[src/rtl/conv_sched.sv]
// conv_sched: layer sequencer for the binary 3x3 conv engine.
// For each kernel of the selected layer it serially loads 9 weight bits from
// the registered weight ROM, starts the sliding window and then the engine,
// counts output strobes and waits for the engine done pulse. layer_done pulses
// after the last kernel when no error was seen.
//
// Ports:
//   clk, rst        clock, synchronous active-high reset
//   go, layer_sel   start request (IDLE only) and layer select sampled on go
//   wrom_addr       weight ROM address; wrom_rdata returns one cycle later
//   conv_weight_en  weight-load enable, conv_weight serial weight bit
//   conv_state      latched layer select presented to the engine
//   win_start       sliding-window run enable
//   conv_start      engine run enable
//   conv_ovalid     engine output strobe, conv_done engine completion pulse
//   kernel_idx      kernel currently processed
//   busy            run in progress
//   layer_done      1-cycle pulse on clean layer completion
//   err             sticky strobe-count mismatch / timeout flag
module conv_sched #(
    parameter int unsigned N_KER0    = 4,
    parameter int unsigned N_KER1    = 8,
    parameter int unsigned L1_BASE   = 36,
    parameter int unsigned WADDR_W   = 8,
    parameter int unsigned OUT0      = 676,
    parameter int unsigned OUT1      = 576,
    parameter int unsigned START_GAP = 2,
    parameter int unsigned TIMEOUT   = 1023
) (
    input  logic               clk,
    input  logic               rst,
    input  logic               go,
    input  logic               layer_sel,
    output logic [WADDR_W-1:0] wrom_addr,
    input  logic               wrom_rdata,
    output logic               conv_weight_en,
    output logic               conv_weight,
    output logic               conv_state,
    output logic               win_start,
    output logic               conv_start,
    input  logic               conv_ovalid,
    input  logic               conv_done,
    output logic [3:0]         kernel_idx,
    output logic               busy,
    output logic               layer_done,
    output logic               err
);

    typedef enum logic [2:0] {
        S_IDLE,
        S_WLOAD,
        S_ARM,
        S_RUN,
        S_NEXT,
        S_FIN
    } state_t;

    state_t      state_q, state_d;
    logic [3:0]  kidx_q,  kidx_d;
    logic [3:0]  cnt_q,   cnt_d;    // WLOAD cycle index c, ARM gap counter
    logic [9:0]  strb_q,  strb_d;   // ovalid strobes seen in RUN
    logic [9:0]  tmo_q,   tmo_d;    // RUN cycles elapsed
    logic        err_q,   err_d;
    logic        layer_q, layer_d;

    logic [9:0]         exp_out;
    logic [3:0]         last_k;
    logic [WADDR_W-1:0] base;

    always_comb begin
        exp_out = layer_q ? 10'(OUT1) : 10'(OUT0);
        last_k  = layer_q ? 4'(N_KER1 - 1) : 4'(N_KER0 - 1);
        base    = layer_q ? WADDR_W'(L1_BASE) : '0;
    end

    // State and datapath registers
    always_ff @(posedge clk) begin
        if (rst) begin
            state_q <= S_IDLE;
            kidx_q  <= '0;
            cnt_q   <= '0;
            strb_q  <= '0;
            tmo_q   <= '0;
            err_q   <= 1'b0;
            layer_q <= 1'b0;
        end else begin
            state_q <= state_d;
            kidx_q  <= kidx_d;
            cnt_q   <= cnt_d;
            strb_q  <= strb_d;
            tmo_q   <= tmo_d;
            err_q   <= err_d;
            layer_q <= layer_d;
        end
    end

    // Next-state logic
    always_comb begin
        state_d = state_q;
        kidx_d  = kidx_q;
        cnt_d   = cnt_q;
        strb_d  = strb_q;
        tmo_d   = tmo_q;
        err_d   = err_q;
        layer_d = layer_q;
        unique case (state_q)
            S_IDLE: begin
                if (go) begin
                    layer_d = layer_sel;
                    kidx_d  = '0;
                    cnt_d   = '0;
                    err_d   = 1'b0;
                    state_d = S_WLOAD;
                end
            end
            S_WLOAD: begin
                if (cnt_q == 4'd9) begin
                    cnt_d   = '0;
                    state_d = S_ARM;
                end else begin
                    cnt_d = cnt_q + 4'd1;
                end
            end
            S_ARM: begin
                if (cnt_q == 4'(START_GAP - 1)) begin
                    cnt_d   = '0;
                    strb_d  = '0;
                    tmo_d   = '0;
                    state_d = S_RUN;
                end else begin
                    cnt_d = cnt_q + 4'd1;
                end
            end
            S_RUN: begin
                // A strobe coincident with done is still counted.
                if (conv_ovalid) strb_d = strb_q + 10'd1;
                tmo_d = tmo_q + 10'd1;
                if (conv_done) begin
                    state_d = S_NEXT;
                end else if (tmo_q == 10'(TIMEOUT - 1)) begin
                    err_d   = 1'b1;
                    state_d = S_FIN;
                end
            end
            S_NEXT: begin
                if (strb_q != exp_out) err_d = 1'b1;
                if (kidx_q == last_k) begin
                    state_d = S_FIN;
                end else begin
                    kidx_d  = kidx_q + 4'd1;
                    cnt_d   = '0;
                    state_d = S_WLOAD;
                end
            end
            S_FIN: begin
                state_d = S_IDLE;
            end
            default: begin
                state_d = S_IDLE;
            end
        endcase
    end

    // Output logic
    always_comb begin
        wrom_addr      = '0;
        conv_weight_en = 1'b0;
        conv_weight    = 1'b0;
        win_start      = 1'b0;
        conv_start     = 1'b0;
        busy           = 1'b1;
        layer_done     = 1'b0;
        unique case (state_q)
            S_IDLE: busy = 1'b0;
            S_WLOAD: begin
                conv_weight_en = 1'b1;
                // ROM is registered: the bit for address issued at c arrives at c+1.
                if (cnt_q <= 4'd8)
                    wrom_addr = base + WADDR_W'(kidx_q) * WADDR_W'(9) + WADDR_W'(cnt_q);
                if (cnt_q != 4'd0) conv_weight = wrom_rdata;
            end
            S_ARM: win_start = 1'b1;
            S_RUN: begin
                win_start  = 1'b1;
                conv_start = 1'b1;
            end
            S_NEXT: ;
            S_FIN: begin
                busy       = 1'b0;
                layer_done = !err_q;
            end
            default: busy = 1'b0;
        endcase
    end

    assign conv_state = layer_q;
    assign kernel_idx = kidx_q;
    assign err        = err_q;

endmodule
[config.mk]
export PLATFORM = sky130hd
export DESIGN_NAME = conv_sched
export DESIGN_NICKNAME = d
export VERILOG_FILES = /design/src/rtl/conv_sched.sv
export SDC_FILE = /design/constraint.sdc
export NUM_CORES = 1
export LEC_CHECK = 0
export ABC_AREA = 1
export CORE_MARGIN = 2
export CORE_UTILIZATION = 57
export CTS_CLUSTER_DIAMETER = 40
export DETAILED_ROUTE_END_ITERATION = 10
export PLACE_DENSITY_LB_ADDON = 0.05
export SLEW_MARGIN = 20
export SYNTH_ARGS = -nofsm -noshare
export SYNTH_HDL_FRONTEND = slang
export SYNTH_SLANG_ARGS = --single-unit
[constraint.sdc]
create_clock -name clk -period 2.91 [get_ports clk]
set_input_delay 0.582 -clock clk [delete_from_list [all_inputs] [get_ports clk]]
set_output_delay 0.582 -clock clk [all_outputs]
set_load 0.05 [all_outputs]
==> results by group <==
Cells and area
  – Post-layout net count: 420
  – Layout Utilization: 72.99%
  – N_diodes: 0
  – Final instance area: 0.003134 mm^2
  – Area growth syn-to-layout: 25.00%
  – Filler cells: 328
  – Layout cell share with drive strength beyond 1: 21.54%

Logic synthesis
  – Synth Register Bits: 33
  – Async SR Flop Fraction: 0%
  – Syn Inst Count: 354
  – Syn_nets: 384
  – Post-synth EDFFs: 0
  – Sequential share of the synthesized area: 26.35%
  – Top FF cell, synth: dfxtp_1
  – Distinct cell type count after synthesis: 41
  – Yosys Warn Count: 0
  – Mean area per synthesized cell: 7.083 um^2
  – Mapped Area: 0.002507 mm^2

Power
  – Power Density: 621.5 mW/mm^2
  – Peak VDD IR: 0.3622 mV
  – Leakage: 1.341 nW
  – Final Power: 1.948 mW

Placed design
  – Post-Place Setup Slack: 0.05077 ns
  – Placer congestion estimate: 0.8368
  – Port bufs: 26
  – Final HPWL DP: 4089 um
  – Placed instance area: 0.002942 mm^2

Routing
  – Vias/cell: 5.380
  – Drt initial violations: 87
  – Antenna Nets Post-Route: 0
  – DRT Pass-1 Iters: 4
  – DRC: 0
  – Detailed-route via count: 2378
  – Routed len/inst: 12.27 um
  – WL final: 5422 um

Worst setup path
  – CP delay by family, top: adder cells
  – CP Data Required Time: 2.33 ns
  – Max stage delay on crit path: 0.37 ns
  – CP cell instances: ha_1 -> ha_1 -> ha_4 -> a21oi_2 -> o21ai_2 -> buf_4 -> buf_4 -> buf_4 -> a21oi_4 -> buf_12
  – CP Launch Type: register
  – Buf/Inv on CP: 4
  – Worst path arrival time: 2.49 ns
  – Crit path capture type: output pin
  – CP max stage cell: dfxtp_4
  – CP Class: register to output pin
  – Worst path most repeated cell: buf_4
  – Crit path max fanout: 5

GRT
  – Initial antenna violation count: 0
  – GR Util All Layers: 23.22%
  – Grt ovf: 0
  – First-pass GRT wire length: 9542 um
  – Largest net degree at the start of global routing: 17
  – Vias in the first global route: 2294

Floorplan
  – Die height: 70.33 um
  – Core area: 0.004294 mm^2
  – DIE WIDTH: 70.33 um
  – Die area: 0.004946 mm^2
  – Initial Util: 58.39%
  – Row cnt: 24
  – IO Count: 27

Min path
  – Hold WC Path Type: register to register

Timing
  – Period minus WS final: 3.075 ns
  – Finish-stage setup viols: 5
  – RSZ-0062 raised after global routing: true
  – Skew final: 0.006807 ns
  – Final worst setup slack: -0.1649 ns
  – Part of the cycle the worst path needs: 105.7%
  – Setup_tns: -0.4047 ns
  – Worst Tran Pin Value: 0.5059 ns
  – Slew headroom: 66.17%
  – Fmax: 325.2 MHz
  – Final Max Tran Viols: 0
  – Hold Violations, Final: 0

Run status
  – Outcome: finished with violations
  – Failing checks: negative setup slack

Clock network
  – Max clock buf depth: 2
  – CTS Buf Count: 5
  – Clk_lat worst skew: 0.28 ns
  – Worst-path clk slew: 0.07 ns
  – Clk root buf: clkbuf_8
  – Total number of H-tree levels: 2
  – CTS tree: yes
  – CTS Sinks: 33

Run
  – MaxCap Viol Count: 0
==> kinds of logic (layout without fill, tap and decap cells) <==
| kind of cell | count (synthesis) | after routing | synth area share (%) |
|---|---|---|---|
| AOI/OAI and AO/OA | 70 | 70 | 16.02 |
| xor gates and xnor gates | 9 | 9 | 3.144 |
| adders and majority gates | 23 | 23 | 12.08 |
| buffers and inverters | 60 | 96 | 9.880 |
| DFF | 33 | 33 | 26.35 |
| and+or+nand+nor | 159 | 159 | 32.53 |
==> synthesized netlist by cell type (5+ instances only) <==
cell type  number  area [um^2]
nor3_1          7        35.03
a21oi_1        35        175.2
o21ai_0        15        75.07
ha_1           21        262.8
inv_2           5        18.77
nand3_1        13        65.06
xor2_1          6        52.55
nand2_1        67        251.5
inv_1          46        172.7
dfxtp_1        33        660.6
nor2_1         36        135.1
nand4_1        13        81.33
==> layout make-up <==
cell class	instances	area (um^2)	share of cell area [%]
clock buffers	6	72.57	2.315
repair buffers	34	385.4	12.30
clock inverters	1	5.005	0.1597
multi-input cells	261	1718	54.81
inverters	55	217.7	6.946
well taps	52	65.06	2.076
flip-flops and latches	33	670.6	21.40
==> metrics by stage <==
step | hold WS (ns) | cells
finish | 0.4735 | 442
global route | 0.5060 | 442
CTS | 0.4803 | 441
detailed placement | 0.4693 | 431
global placement | 0.4690 | 431
floorplan | 0.4565 | 354
==> flip-flops by register name, indices dropped and copies added, names as in the netlist <==
signal      cells
strb_q         10
tmo_q          10
cnt_q           4
kernel_idx      4
state_q         3
conv_state      1
err             1
==> worst register-to-register path: stages, from the launching register on <==
cell	delay [ns]
dfxtp_1	0.34
ha_1	0.40
nor3_1	0.30
nand2_1	0.14
nand3_2	0.15
xor2_1	0.18
nor2_1	0.05
==> path summary, 6_finish.rpt <==
| check | endpoint | startpoint | slack [ns] | cells after the start |
|---|---|---|---|---|
| max | wrom_addr[4] | kernel_idx[0]$_SDFFE_PP0P_ | -0.16 | 10 |
| min reg2reg | err$_SDFFE_PP0P_ | err$_SDFFE_PP0P_ | 0.47 | 2 |
| min | err$_SDFFE_PP0P_ | err$_SDFFE_PP0P_ | 0.47 | 2 |
| max reg2reg | cnt_q[0]$_SDFFE_PP0P_ | conv_state$_SDFFE_PP0P_ | 1.26 | 6 |
==> where the power goes <==
part | switching [mW] | total (mW) | internal, mW | leakage [nW]
combinational | 0.684 | 1.06 | 0.380 | 1.03
sequential | 0.0704 | 0.566 | 0.496 | 0.269
clock | 0.155 | 0.317 | 0.162 | 0.0410
==> layer usage <==
layer	vias up	routed length, um	GRT usage, %
met1	1086	2345	26.16
met3	4	200	4.040
met5	-	0	0
li1	1249	-	-
met4	0	44	6.197
met2	39	2831	44.23
==> repair_timing <==
item / CTS / global route
pin swaps: 12 / 4
setup buffers: 3 / 1
setup endpoints to repair: 5 / 6
hold buffers: 0 / 0
gates cloned: 0 / 0
resized for setup: 18 / 3
==> layout by cell type (no fill, tap or decap), drive strengths merged <==
cell type      instances
a31o                   4
xor2                   6
o211ai                 2
nand4                 13
a31oi                  3
xnor2                  3
nor2                  42
ha                    21
nor3                   7
a21oi                 35
nand3                 18
nor4                   1
o21bai                 1
inv                   54
clkbuf                 6
fa                     2
dfxtp                 33
clkinv                 2
nand2                 73
and3                   2
o21ai                 19
buf                   17
o22ai                  1
a211oi                 4
nand3b                 1
or2                    1
a21o                   1
nor3b                  1
clkdlybuf4s50         17
Power figures use the tool's default switching activity.
